File: src/rtl/uart_rx_frame_deser.sv
//==============================================================================
// Module      : uart_rx_frame_deser
// Description : UART RX frame deserialiser: start, DATA_W data bits, optional
//               parity, 1/2 stop bits; commits word plus error flags.
//               Optional macro UART_RX_DESER_OVERRUN_EN adds data_ack/overrun.
// Revision    : 1.0 - initial release
//==============================================================================
`default_nettype none

module uart_rx_frame_deser #(
    parameter int DATA_W    = 8,
    parameter int PAR_EN    = 1,
    parameter int PAR_ODD   = 0,
    parameter int STOP_BITS = 1
) (
    input  logic              clk,
    input  logic              rst,
    input  logic              enable,
    input  logic              bit_stb,
    input  logic              sampled_bit,
`ifdef UART_RX_DESER_OVERRUN_EN
    input  logic              data_ack,
    output logic              overrun,
`endif
    output logic [DATA_W-1:0] p_data,
    output logic              data_valid,
    output logic              parity_err,
    output logic              stop_err,
    output logic              busy
);

    localparam logic [3:0] c_LAST_DATA = 4'(DATA_W - 1);
    localparam logic [3:0] c_LAST_STOP = 4'(STOP_BITS - 1);
    localparam logic       c_ODD       = (PAR_ODD != 0);

    typedef enum logic [1:0] {
        ST_IDLE   = 2'd0,
        ST_DATA   = 2'd1,
        ST_PARITY = 2'd2,
        ST_STOP   = 2'd3
    } state_t;

    state_t            r_state, w_state_nxt;
    logic [DATA_W-1:0] r_shift, w_shift_nxt;
    logic [3:0]        r_cnt, w_cnt_nxt;
    logic              r_par_err, w_par_nxt;
    logic              r_stop_err, w_stop_nxt;
    logic              w_commit;

    always_comb begin
        w_state_nxt = r_state;
        w_shift_nxt = r_shift;
        w_cnt_nxt   = r_cnt;
        w_par_nxt   = r_par_err;
        w_stop_nxt  = r_stop_err;
        w_commit    = 1'b0;
        if (!enable) begin
            // Dropping enable abandons any partial frame without committing it
            w_state_nxt = ST_IDLE;
            w_cnt_nxt   = 4'd0;
            w_par_nxt   = 1'b0;
            w_stop_nxt  = 1'b0;
        end else if (bit_stb) begin
            case (r_state)
                ST_IDLE: begin
                    if (!sampled_bit) begin
                        w_state_nxt = ST_DATA;
                        w_cnt_nxt   = 4'd0;
                        w_par_nxt   = 1'b0;
                        w_stop_nxt  = 1'b0;
                    end
                end
                ST_DATA: begin
                    w_shift_nxt = {sampled_bit, r_shift[DATA_W-1:1]};
                    if (r_cnt == c_LAST_DATA) begin
                        w_cnt_nxt   = 4'd0;
                        w_state_nxt = (PAR_EN != 0) ? ST_PARITY : ST_STOP;
                    end else begin
                        w_cnt_nxt = r_cnt + 4'd1;
                    end
                end
                ST_PARITY: begin
                    w_par_nxt   = (^r_shift) ^ sampled_bit ^ c_ODD;
                    w_cnt_nxt   = 4'd0;
                    w_state_nxt = ST_STOP;
                end
                ST_STOP: begin
                    w_stop_nxt = r_stop_err | ~sampled_bit;
                    if (r_cnt == c_LAST_STOP) begin
                        w_commit    = 1'b1;
                        w_cnt_nxt   = 4'd0;
                        w_state_nxt = ST_IDLE;
                    end else begin
                        w_cnt_nxt = r_cnt + 4'd1;
                    end
                end
                default: w_state_nxt = ST_IDLE;
            endcase
        end
    end

    always_ff @(posedge clk) begin
        if (rst) begin
            r_state    <= ST_IDLE;
            r_shift    <= '0;
            r_cnt      <= 4'd0;
            r_par_err  <= 1'b0;
            r_stop_err <= 1'b0;
            p_data     <= '0;
            data_valid <= 1'b0;
            parity_err <= 1'b0;
            stop_err   <= 1'b0;
        end else begin
            r_state    <= w_state_nxt;
            r_shift    <= w_shift_nxt;
            r_cnt      <= w_cnt_nxt;
            r_par_err  <= w_par_nxt;
            r_stop_err <= w_stop_nxt;
            data_valid <= w_commit;
            if (w_commit) begin
                p_data     <= r_shift;
                parity_err <= w_par_nxt;
                stop_err   <= w_stop_nxt;
            end
        end
    end

    assign busy = (r_state != ST_IDLE);

`ifdef UART_RX_DESER_OVERRUN_EN
    logic r_pending;

    // An ack in the commit cycle retires the old word, so it is not an overrun
    always_ff @(posedge clk) begin
        if (rst) begin
            r_pending <= 1'b0;
            overrun   <= 1'b0;
        end else begin
            if (w_commit && r_pending && !data_ack) begin
                overrun <= 1'b1;
            end
            if (w_commit) begin
                r_pending <= 1'b1;
            end else if (data_ack) begin
                r_pending <= 1'b0;
            end
        end
    end
`endif

endmodule

`default_nettype wire

File: config.mk
export PLATFORM = sky130hd
export DESIGN_NAME = uart_rx_frame_deser
export DESIGN_NICKNAME = d
export VERILOG_FILES = /design/src/rtl/uart_rx_frame_deser.sv
export SDC_FILE = /design/constraint.sdc
export NUM_CORES = 1
export LEC_CHECK = 0
export ABC_AREA = 1
export CELL_PAD_IN_SITES_DETAIL_PLACEMENT = 1
export CELL_PAD_IN_SITES_GLOBAL_PLACEMENT = 2
export CORE_ASPECT_RATIO = 0.75
export CORE_MARGIN = 1
export CORE_UTILIZATION = 30
export CTS_BUF_LIST = sky130_fd_sc_hd__clkbuf_16
export CTS_CLUSTER_SIZE = 10
export DETAILED_ROUTE_END_ITERATION = 16
export GPL_TIMING_DRIVEN = 0
export PLACE_DENSITY_LB_ADDON = 0.2
export REMOVE_ABC_BUFFERS = 1
export SLEW_MARGIN = 15
export SYNTH_ARGS = -nofsm -noshare
export SYNTH_HDL_FRONTEND = slang
export SYNTH_SLANG_ARGS = --single-unit
File: constraint.sdc
create_clock -name clk -period 3.5 [get_ports clk]
set_input_delay 0.7 -clock clk [delete_from_list [all_inputs] [get_ports clk]]
set_output_delay 0.7 -clock clk [all_outputs]
set_load 0.03 [all_outputs]
# --- Word level (Yosys, flattened, before mapping) ---
# Cells that the tools add are included.
word_totals:
  elab_cells: 49
  inputBits: 5
  output_inout_bits: 12
  ff_bits: 27
classes:
  addsub: 1
  eq_ne: 7
  n_reduce_logical: 8
  bitwise: 4
  mux: 20
op_table:
  columns: ["operator", "n"]
  rows:
  - ["$pmux W4 S4", 1]
  - ["$mux W4", 3]
  - ["$mux W1", 10]
  - ["$pmux W2 S4", 1]
  - ["$reduce_xor A8 Y1", 1]
  - ["$mux W2", 3]
  - ["$ne A2 B2 Y1 const B", 3]
  - ["$add A4 B1 Y4 const B", 1]
  - ["$eq A2 B2 Y1 const B", 2]
  - ["$eq A4 B3 Y1 const B", 1]
  - ["$logic_not A4 Y1", 1]
  - ["$pmux W1 S2", 2]
  - ["$reduce_and A4 Y1", 1]
  - ["$reduce_and A3 Y1", 1]
  - ["$eq A2 B1 Y1 const B", 1]
  - ["$logic_not A2 Y1", 1]
  - ["$not A1 Y1", 2]
  - ["$reduce_and A2 Y1", 1]
  - ["$reduce_bool A2 Y1", 1]
  - ["$reduce_or A2 Y1", 1]
  - ["$or A1 B1 Y1", 1]
  - ["$xor A1 B1 Y1", 1]

# --- Logic depth before layout (Yosys ltp) ---
# Gate-level depths: netlist (run 1).
logic_depth:
  word_depth: 5
  mapped_depth: 12

# --- Worst setup path before layout (run 1) ---
# No wires, ideal clock.
synth_timing:
  kind: "flip-flop to output port"
  start: "reg r_state[0]"
  end: "out busy"
  path_buffers: 0
  stages_incl_launch_ff: 4
  arrival_time_ps: 852
  slack_ps: 1948
  path_cell_list: "dfxtp_1 > inv_1 > ha_1 > inv_1"
synth_via:
  elab_chain_cells: 1
synth_rtl:
  columns: ["element", "line", "text"]
  rows:
  - ["start: declaration", "43", "state_t r_state, w_state_nxt;"]
  - ["start signal: assignment", "114", "r_state <= w_state_nxt;"]
  - ["$reduce_bool A2 Y1", "128", "assign busy = (r_state != ST_IDLE);"]
  - ["end: declaration", "29", "output logic busy"]
# Every way passes these cells.

# --- Worst setup path in the final report (run 1) ---
# Same ends and word-level chain as after synthesis.

==> summary.txt, run 1 <==
Run status
  • Status: completed

Timing
  • Final cycle utilization of the critical path: 69.31%
  • Slew margin rel.: 48.87%
  • Max Freq: 0.4122 GHz
  • Slew @ Worst Pin: 764.5 ps
  • Final worst setup slack: 1074 ps
  • Final setup violating endpoints: 0
  • RSZ-0062 raised after global routing: no
  • Tmin final: 2426 ps
  • Fin. Hold Viols: 0
  • Final clock skew: 3.376 ps
  • Final TNS setup: 0 ps
  • Max-slew violation count: 0

Final layout
  • P&R area growth vs syn: 23.37%
  • Ratio of cells with drive above 1 in the final layout: 6.145%
  • # diodes: 0
  • Commonest non-fill, non-tap cells in the layout: nand2_1, dfxtp_1, inv_1
  • Commonest non-fill, non-tap cell in the layout: nand2_1
  • Fillers: 477
  • # nets final: 192
  • Final instance area: 0.001539 mm²
  • Cell Count, Final, Fillers Out: 231

Clock network
  • Clock-pin slew on the worst setup and hold paths: 60 ps
  • Clk root buf: clkbuf_16
  • Clock sink total: 27
  • CTS tree: yes
  • Cts bufs inserted: 3
  • Post_cts resized: 0
  • CTS H-tree depth: 1
  • Post-CTS setup buffers: 0
  • Clk_lat worst skew: 260 ps
  • Maximum clock path buffer count: 2
  • Hold_buf cts: 0

Drt
  • Post-DRT Antenna Nets: 0
  • DR vias: 1100
  • DRC violations left: 0
  • Drt first pass iters: 4
  • Routed len/inst: 13.17 µm
  • Routed WL: 3043 µm
  • Via-to-Cell Ratio: 4.762
  • 1st-iter DRT viols: 51

Pwr
  • Peak supply drop: 0.2387 mV
  • P_leak: 0.6082 nW
  • Power Density: 404.5 mW/mm²
  • Total Power: 0.6226 mW

Synth
  • Synth Register Bits: 27
  • Synth Area in Compound Gates: 22.07%
  • Register area share after synthesis: 43.33%
  • Synth area leader: dfxtp_1
  • Synthesized area: 0.001247 mm²
  • Cell count after synthesis: 163
  • Synth warn: 0
  • Post-synthesis xor/xnor area fraction: 1.404%
  • Synth Area in Adders: 7.021%
  • Library cells used by synthesis: 24
  • Synth top area cells: dfxtp_1, a21oi_1, nand2_1
  • Simple-Gate Fraction of Synth Area: 16.75%
  • Largest family of logic cells by synthesized area: compound AO/OA/AOI/OAI gates
  • Share of the synthesized area in the top cell type: 43.33%
  • Mux cell area share after synthesis: 0%
  • Mean Syn Cell Area: 7.653 µm²

Setup path
  • CP Launch Type: flip-flop
  • Critical-path cell list: inv_1 > ha_1 > inv_1 > clkdlybuf4s50_1
  • Crit-path max FO: 4
  • CP bufs+invs: 3
  • Most frequent CP cell: inv_1
  • Setup crit start: r_state[0]$_SDFFE_PP0P_
  • Reg2reg end: parity_err$_SDFFE_PP0P_
  • Slowest CP cell: clkdlybuf4s50_1
  • R2r worst-path depth: 7
  • CP Class: flip-flop to primary output
  • CP Data Required Time: 2800 ps
  • Crit. End Element: primary output
  • Largest stage delay, worst path: 670 ps
  • Family with the most delay on the worst path: buffers and inverters
  • R2R Path Start: r_cnt[0]$_SDFFE_PP0P_
  • Arr. time, crit path: 1730 ps
  • Reg-to-reg slack, setup: 1720 ps

Global routing
  • Total GRT Usage: 15.88%
  • Global-route wire length before repair: 5423 µm
  • Largest net degree at the start of global routing: 21
  • Vias in the first global route: 1186
  • Initial antenna violation count: 0
  • Grt ovf: 0

Die
  • Die area: 0.004423 mm²
  • # rows: 19
  • Core footprint: 0.003827 mm²
  • Die X: 76.46 µm
  • Starting Density: 32.59%
  • Chip height: 57.85 µm
  • I/O pin total: 17

Placed design
  • Buffers added on ports: 16
  • DP Area: 0.001453 mm²
  • Gp weighted congestion: 0.7877
  • Post-place setup slack: 675.0 ps
  • Dpl cells: 227
  • HPWL Detailed: 2319 µm

Run
  • Number of max-cap violations: 0

Hold path
  • Hold path depth: 2
  • Hold WC Path Type: flip-flop to flip-flop
  • Hold_sp: r_shift[2]$_SDFFE_PP0P_
  • Hold Path End: r_shift[2]$_SDFFE_PP0P_
-- cells by family after synthesis --
family	after synthesis
AOI/OAI and AO/OA	49
DFF	27
buffers and inverters	30
xor gates and xnor gates	2
and+or+nand+nor	48
adders and majority gates	7
-- cells in the mapped netlist --
| cell type | n |
|---|---|
| dfxtp_1 | 27 |
| nor2_1 | 5 |
| o21bai_1 | 1 |
| inv_1 | 24 |
| nor4_1 | 1 |
| xor2_1 | 1 |
| ha_1 | 7 |
| xnor2_1 | 1 |
| o311ai_1 | 1 |
| nor3_1 | 1 |
| nor3_2 | 1 |
| a211oi_1 | 2 |
| buf_4 | 1 |
| nand3_2 | 1 |
| o21ai_1 | 13 |
| buf_2 | 1 |
| a211oi_2 | 2 |
| o21ai_0 | 6 |
| a21oi_1 | 23 |
| o21ai_2 | 1 |
| nand2_1 | 29 |
| inv_2 | 2 |
| clkbuf_1 | 2 |
| nand3_1 | 10 |
-- state kept, by name, summed over array words and instances, names as in the netlist --
register / count
data_valid: 1
p_data: 8
parity_err: 1
r_cnt: 4
r_par_err: 1
r_shift: 8
r_state: 2
r_stop_err: 1
stop_err: 1
-- per-layer routing --
metal	wire length, µm	vias up	share of wire (%)	global-route usage [%]
met1	1653	510	54	21.53
met4	25	0	0.82	4.396
met3	75	4	2.5	3.780
met5	0	-	0	0
li1	-	569	-	-
met2	1289	17	42	25.48
-- worst reg2reg max path: cells and delay by family, from the launching register on --
| kind | cells | cell delay [ps] |
|---|---|---|
| adders and majority gates | 1 | 150 |
| and+or+nand+nor | 4 | 1070 |
| DFF | 1 | 350 |
| buffers and inverters | 2 | 110 |
-- cell type report --
class	instances	area, µm²	area share (%)
Clock buffer	3	75.07	4.878
Clock inverter	1	5.005	0.3252
Inverter	26	97.59	6.341
Multi-Input combinational cell	106	595.6	38.70
Sequential cell	27	540.5	35.12
Tap cell	52	65.06	4.228
Timing Repair Buffer	16	160.2	10.41
-- worst max path at each step --
stage / endpoint / cells after the start
final: busy / 4
after CTS: parity_err$_SDFFE_PP0P_ / 6
after global routing: busy / 4
after global placement: parity_err$_SDFFE_PP0P_ / 6
after detailed placement: parity_err$_SDFFE_PP0P_ / 6
after floorplan: parity_err$_SDFFE_PP0P_ / 5
-- report_power, final --
| part | leakage [nW] | switching, mW | internal (mW) | total [mW] |
|---|---|---|---|---|
| clock | 0.0409 | 0.104 | 0.154 | 0.258 |
| combinational | 0.350 | 0.0332 | 0.0181 | 0.0513 |
| sequential | 0.218 | 0.00243 | 0.311 | 0.313 |
| total | 0.608 | 0.140 | 0.483 | 0.623 |
-- per-stage QoR --
step / utilization, % / hold slack (ps)
floorplan: - / 458.1
global placement: 37.95 / 475.0
detailed placement: 37.95 / 495.5
CTS: 40.05 / 506.1
global route: 40.21 / 531.9
finish: 40.21 / 502.1
(Power assumes the default switching activity.)
==> run 2, diff against run 1 <==
==> constraint.sdc (replaced) <==
create_clock -name clk -period 2.3 [get_ports clk]
set_input_delay 0.46 -clock clk [delete_from_list [all_inputs] [get_ports clk]]
set_output_delay 0.46 -clock clk [all_outputs]
set_load 0.03 [all_outputs]
==> run 2 against run 1 <==
Worst hold slack got worse by 0.54 ps. Critical endpoint unchanged. Critical path type unchanged. Total power rose by 52%. Largest cell class unchanged. Clock skew barely moved. First-iteration DRC count unchanged.
==> summary.txt, run 2 (synthesized netlist as in run 1, its figures left out) <==
Final layout
  • Final Util: 40.21% (unchanged)
  • Multi-input gate area: 595.6 µm² (unchanged)
  • Largest regs: p_data (8), r_shift (8), r_cnt (4) (unchanged)
  • Reg area: 540.5 µm² (unchanged)
  • Cell Count, Final, Fillers Out: 231 (unchanged)
  • Commonest non-fill, non-tap cell in the layout: nand2_1 (unchanged)
  • # diodes: 0 (unchanged)
  • Final instance area: 0.001539 mm² (unchanged)
  • # nets final: 192 (unchanged)
  • P&R area growth vs syn: 23.37% (unchanged)
  • Fillers: 477 (unchanged)
  • Commonest non-fill, non-tap cells in the layout: nand2_1, dfxtp_1, inv_1 (unchanged)
  • Ratio of cells with drive above 1 in the final layout: 6.145% (unchanged)

Pwr
  • Clk pwr share: 41.3% (was 41.5%)
  • Peak supply drop: 0.3631 mV (was 0.2387 mV)
  • Internal power: 0.7344 mW (was 0.4827 mW)
  • P_leak: 0.6082 nW (unchanged)
  • Sw frac: 22.26% (was 22.46%)
  • Share of power burned in registers: 50.4% (was 50.3%)
  • Power Density: 613.9 mW/mm² (was 404.5 mW/mm²)
  • Combinational power share: 8.3% (was 8.2%)
  • Net Switching: 0.2104 mW (was 0.1398 mW)

Global routing
  • Global-route wire length before repair: 5457 µm (was 5423 µm)
  • GR Util met1: 21.48% (was 21.53%)
  • Initial antenna violation count: 0 (unchanged)
  • Met3 usage: 4.094% (was 3.780%)
  • Met2 GRT Util: 25.23% (was 25.48%)
  • Busiest grt layer: met2 (unchanged)
  • Vias in the first global route: 1194 (was 1186)
  • Grt ovf: 0 (unchanged)
  • Total GRT Usage: 15.96% (was 15.88%)
  • Largest net degree at the start of global routing: 21 (unchanged)

Drt
  • DRC violations left: 0 (unchanged)
  • Post-DRT Antenna Nets: 0 (unchanged)
  • Routed WL: 3036 µm (was 3043 µm)
  • Routed len/inst: 13.14 µm (was 13.17 µm)
  • DR vias: 1094 (was 1100)
  • Via-to-Cell Ratio: 4.736 (was 4.762)
  • 1st-iter DRT viols: 51 (unchanged)
  • Drt first pass iters: 4 (unchanged)

Timing
  • Max-slew violation count: 0 (unchanged)
  • Final worst setup slack: 115.5 ps (was 1074 ps)
  • Final setup violating endpoints: 0 (unchanged)
  • Final clock skew: 3.360 ps (was 3.376 ps)
  • Tmin final: 2184 ps
  • Slew @ Worst Pin: 776.7 ps (was 764.5 ps)
  • Slew margin rel.: 48.05% (was 48.87%)
  • Final cycle utilization of the critical path: 94.98%
  • RSZ-0062 raised after global routing: no (unchanged)
  • Fin. Hold Viols: 0 (unchanged)
  • Max Freq: 0.4578 GHz

Hold path
  • Hold WC Path Type: flip-flop to flip-flop (unchanged)

Clock network
  • Post-CTS setup buffers: 0 (unchanged)
  • Post_cts resized: 1 (was 0)
  • CTS tree: yes (unchanged)
  • Clock-pin slew on the worst setup and hold paths: 60 ps (about the same)
  • Clk_lat worst skew: 260 ps (about the same)
  • Maximum clock path buffer count: 2 (unchanged)
  • Clock sink total: 27 (unchanged)
  • CTS H-tree depth: 1 (unchanged)
  • Hold_buf cts: 0 (unchanged)
  • Clk root buf: clkbuf_16 (unchanged)
  • Cts bufs inserted: 3 (unchanged)

Run status
  • Status: completed (unchanged)

Setup path
  • CP bufs+invs: 3 (unchanged)
  • Slowest CP cell: clkdlybuf4s50_1 (unchanged)
  • Arr. time, crit path: 1720 ps (was 1730 ps)
  • Critical-path cell list: inv_1 > ha_1 > inv_1 > clkdlybuf4s50_1 (unchanged)
  • Crit. End Element: primary output (unchanged)
  • CP Class: flip-flop to primary output (unchanged)
  • Most frequent CP cell: inv_1 (unchanged)
  • CP Data Required Time: 1840 ps (was 2800 ps)
  • Crit-path max FO: 4 (unchanged)
  • Family with the most delay on the worst path: buffers and inverters (unchanged)
  • Largest stage delay, worst path: 670 ps (about the same)
  • CP Launch Type: flip-flop (unchanged)

Die
  • Die X: 76.46 µm (unchanged)
  • I/O pin total: 17 (unchanged)
  • Chip height: 57.85 µm (unchanged)
  • Die area: 0.004423 mm² (unchanged)
  • # rows: 19 (unchanged)
  • Starting Density: 32.59% (unchanged)
  • Core footprint: 0.003827 mm² (unchanged)

Placed design
  • Buffers added on ports: 16 (unchanged)
  • Gp weighted congestion: 0.7877 (unchanged)
  • DP Area: 0.001453 mm² (unchanged)
  • Dpl cells: 227 (unchanged)
  • Post-place setup slack: -285.0 ps (was 675.0 ps)
  • HPWL Detailed: 2319 µm (unchanged)

Run
  • Number of max-cap violations: 0 (unchanged)
run 2: cell counts in the layout (fill, tap and decap cells not counted):
Identical to the previous run, type by type.
run 2: power groups by stage:
stage | Sequential (mW) | Combinational, mW | Clock [mW]
4_1_cts | 0.476 | 0.0788 | 0.403
2_1_floorplan | 0.487 | 0.0491 | 0
5_1_grt | 0.477 | 0.0886 | 0.429
6_report | 0.476 | 0.0780 | 0.391
3_5_place_dp | 0.487 | 0.0777 | 0
3_3_place_gp | 0.486 | 0.0760 | 0
run 2: layout make-up:
type                       count  area share [%]
multi-input combinational    106           38.70
clock inverter                 1          0.3252
tap                           52           4.228
timing repair buffer          16           10.41
sequential                    27           35.12
inverter                      26           6.341
clock buffer                   3           4.878
run 2: stage by stage:
stage | hold slack [ps] | TNS, ps | power (mW)
4_1_cts | 506.1 | 0 | 0.9585
3_5_place_dp | 495.5 | -1823 | 0.5648
6_report | 501.6 | 0 | 0.9448
2_1_floorplan | 458.1 | 0 | 0.5357
3_3_place_gp | 475.0 | -1382 | 0.5624
5_1_grt | 531.9 | 0 | 0.9942
run 2: path summary, 6_finish.rpt:
kind / depth (start not counted) / slack [ps] / startpoint / to
setup / recovery: 4 / 120 / r_state[0]$_SDFFE_PP0P_ / busy
hold / removal: 2 / 500 / r_shift[2]$_SDFFE_PP0P_ / r_shift[2]$_SDFFE_PP0P_
setup reg to reg: 7 / 500 / r_cnt[0]$_SDFFE_PP0P_ / parity_err$_SDFFE_PP0P_
hold reg to reg: 2 / 500 / r_shift[2]$_SDFFE_PP0P_ / r_shift[2]$_SDFFE_PP0P_
run 2: per-layer routing:
layer / share of wire [%] / up-vias
li1: - / 568
met5: 0 / -
met2: 42 / 17
met1: 54 / 505
met3: 2.8 / 4
met4: 1.0 / 0
run 2: worst min-delay path, cell delays in order, from the launching register on:
cell and delay [ps]:
dfxtp_1 330, inv_1 70, a21oi_1 50
==> run 3, diff against run 2 <==
--- a/config.mk
+++ b/config.mk
@@ -9,9 +9,7 @@
 export CELL_PAD_IN_SITES_DETAIL_PLACEMENT = 1
 export CELL_PAD_IN_SITES_GLOBAL_PLACEMENT = 2
 export CORE_ASPECT_RATIO = 0.75
-export CORE_MARGIN = 1
 export CORE_UTILIZATION = 30
-export CTS_BUF_LIST = sky130_fd_sc_hd__clkbuf_16
 export CTS_CLUSTER_SIZE = 10
 export DETAILED_ROUTE_END_ITERATION = 16
 export GPL_TIMING_DRIVEN = 0
==> run 3 against run 2 <==
Non-clock buffer count did not move. Register-to-register slack barely moved. Total power is 13% lower. Via count is 1.1% higher. Setup slack gained 250 ps. Fmax grew 13%. Largest power group unchanged. Global-route usage down 0.15 points. Clock power is 31% lower. Die area unchanged. Cell area down 2.0%. Sequential share of layout area is 0.73 points higher.
==> summary.txt, run 3 (synthesized netlist as in run 1, its figures left out) <==
Setup path
  • R2r worst-path depth: 7 (unchanged)
  • Slowest CP cell: nor3_4 (was clkdlybuf4s50_1)
  • Critical-path cell list: clkdlybuf4s50_1 > nand2_1 > nor3_4 > nand3_1 > nand2_1 > inv_1 (was inv_1 > ha_1 > inv_1 > clkdlybuf4s50_1)
  • Arr. time, crit path: 2110 ps (was 1720 ps)
  • Most frequent CP cell: nand2_1 (was inv_1)
  • Family with the most delay on the worst path: simple AND/OR/NAND/NOR gates (was buffers and inverters)
  • Crit. End Element: flip-flop (was primary output)
  • CP Data Required Time: 2480 ps (was 1840 ps)
  • Instance count on the critical path: 6 (was 4)
  • Largest stage delay, worst path: 650 ps (was 670 ps)
  • CP bufs+invs: 2 (was 3)
  • CP Launch Type: input pin (was flip-flop)
  • Crit-path max FO: 20 (was 4)
  • CP Class: input pin to flip-flop (was flip-flop to primary output)

Final layout
  • Final Util: 39.39% (was 40.21%)
  • P&R area growth vs syn: 20.86% (was 23.37%)
  • Cell Count, Final, Fillers Out: 231 (unchanged)
  • Largest regs: p_data (8), r_shift (8), r_cnt (4) (unchanged)
  • Fillers: 480 (was 477)
  • Ratio of cells with drive above 1 in the final layout: 6.145% (unchanged)
  • # nets final: 192 (unchanged)
  • # diodes: 0 (unchanged)
  • Commonest non-fill, non-tap cells in the layout: nand2_1, dfxtp_1, inv_1 (unchanged)
  • Commonest non-fill, non-tap cell in the layout: nand2_1 (unchanged)
  • Final instance area: 0.001508 mm² (was 0.001539 mm²)

Pwr
  • Internal power: 0.6212 mW (was 0.7344 mW)
  • Sw frac: 24.59% (was 22.26%)
  • Peak supply drop: 0.3215 mV (was 0.3631 mV)
  • Share of power burned in registers: 57.8% (was 50.4%)
  • Combinational power share: 9.4% (was 8.3%)
  • Power Density: 546.3 mW/mm² (was 613.9 mW/mm²)
  • Total Power: 0.8237 mW (was 0.9448 mW)
  • Clk pwr share: 32.8% (was 41.3%)
  • P_leak: 0.6091 nW (was 0.6082 nW)
  • Net Switching: 0.2025 mW (was 0.2104 mW)

Drt
  • DR vias: 1106 (was 1094)
  • Drt first pass iters: 4 (unchanged)
  • 1st-iter DRT viols: 37 (was 51)
  • Post-DRT Antenna Nets: 0 (unchanged)
  • DRC violations left: 0 (unchanged)
  • Routed len/inst: 13.08 µm (was 13.14 µm)
  • Routed WL: 3022 µm (was 3036 µm)
  • Via-to-Cell Ratio: 4.788 (was 4.736)

Die
  • Core footprint: 0.003827 mm² (unchanged)
  • # rows: 19 (unchanged)
  • Starting Density: 32.59% (unchanged)
  • Chip height: 57.85 µm (unchanged)
  • I/O pin total: 17 (unchanged)
  • Die X: 76.46 µm (unchanged)
  • Die area: 0.004423 mm² (unchanged)

Placed design
  • Post-place setup slack: -285.0 ps (unchanged)
  • Dpl cells: 227 (unchanged)
  • DP Area: 0.001453 mm² (unchanged)
  • HPWL Detailed: 2319 µm (unchanged)
  • Gp weighted congestion: 0.7877 (unchanged)
  • Buffers added on ports: 16 (unchanged)

Timing
  • Max-slew violation count: 0 (unchanged)
  • RSZ-0062 raised after global routing: no (unchanged)
  • Final cycle utilization of the critical path: 84.30% (was 94.98%)
  • Tmin final: 1939 ps (was 2184 ps)
  • Final setup violating endpoints: 0 (unchanged)
  • Final clock skew: 9.687 ps (was 3.360 ps)
  • Slew margin rel.: 49.72% (was 48.05%)
  • Max Freq: 0.5157 GHz (was 0.4578 GHz)
  • Fin. Hold Viols: 0 (unchanged)
  • Slew @ Worst Pin: 751.8 ps (was 776.7 ps)
  • Final worst setup slack: 361.1 ps (was 115.5 ps)

Run status
  • Status: completed (unchanged)

Hold path
  • Hold WC Path Type: flip-flop to flip-flop (unchanged)
  • Hold path depth: 2 (unchanged)

Global routing
  • Vias in the first global route: 1188 (was 1194)
  • Global-route wire length before repair: 5409 µm (was 5457 µm)
  • Total GRT Usage: 15.81% (was 15.96%)
  • Largest net degree at the start of global routing: 21 (unchanged)
  • Initial antenna violation count: 0 (unchanged)
  • Grt ovf: 0 (unchanged)

Clock network
  • Clock-pin slew on the worst setup and hold paths: 80 ps (was 60 ps)
  • Maximum clock path buffer count: 2 (unchanged)
  • CTS tree: yes (unchanged)
  • Hold_buf cts: 0 (unchanged)
  • Clk root buf: clkbuf_8 (was clkbuf_16)
  • Clk_lat worst skew: 280 ps (was 260 ps)
  • Clock sink total: 27 (unchanged)
  • CTS H-tree depth: 1 (unchanged)
  • Cts bufs inserted: 3 (unchanged)
  • Post-CTS setup buffers: 0 (unchanged)
  • Post_cts resized: 0 (was 1)

Run
  • Number of max-cap violations: 0 (unchanged)
## run 3: metal layers
layer	wire [µm]	GRT usage, %	share of wire, %	up-vias
met3	76	3.780	2.5	2
li1	-	-	-	568
met4	21	4.945	0.69	0
met1	1607	21.05	53	523
met5	0	0	0	-
met2	1317	25.61	44	13
## run 3: worst paths after layout
| kind | startpoint | slack, ps | endpoint |
|---|---|---|---|
| worst max-delay path | enable | 360 | parity_err$_SDFFE_PP0P_ |
| worst min-delay path | r_shift[2]$_SDFFE_PP0P_ | 510 | r_shift[2]$_SDFFE_PP0P_ |
| worst max register to register | r_cnt[0]$_SDFFE_PP0P_ | 510 | parity_err$_SDFFE_PP0P_ |
| worst min register to register | r_shift[2]$_SDFFE_PP0P_ | 510 | r_shift[2]$_SDFFE_PP0P_ |
## run 3: power groups by stage
| stage | sequential (mW) | combinational (mW) | clock, mW |
|---|---|---|---|
| floorplan | 0.487 | 0.0491 | 0 |
| global placement | 0.486 | 0.0760 | 0 |
| detailed placement | 0.487 | 0.0777 | 0 |
| CTS | 0.476 | 0.0782 | 0.284 |
| global route | 0.477 | 0.0881 | 0.304 |
| finish | 0.476 | 0.0775 | 0.270 |
## run 3: final cells by class
type	count	area, µm²	area share, %
sequential	27	540.5	35.85
tap	52	65.06	4.315
timing repair buffer	16	162.7	10.79
clock inverter	1	5.005	0.3319
clock buffer	3	41.29	2.739
inverter	26	97.59	6.473
multi-input combinational	106	595.6	39.50
## run 3: per-stage QoR
step | TNS [ps] | hold slack, ps
global placement | -1382 | 475.0
finish | 0 | 507.2
detailed placement | -1823 | 495.5
global route | 0 | 530.4
CTS | 0 | 509.9
floorplan | 0 | 458.1
## run 3: worst register-to-register path: stages (launching register included)
cell and delay (ps):
dfxtp_1 370, inv_1 70, ha_1 150, nand3_1 170
nor3_4 630, nand3_1 170, nand2_1 90, inv_1 40
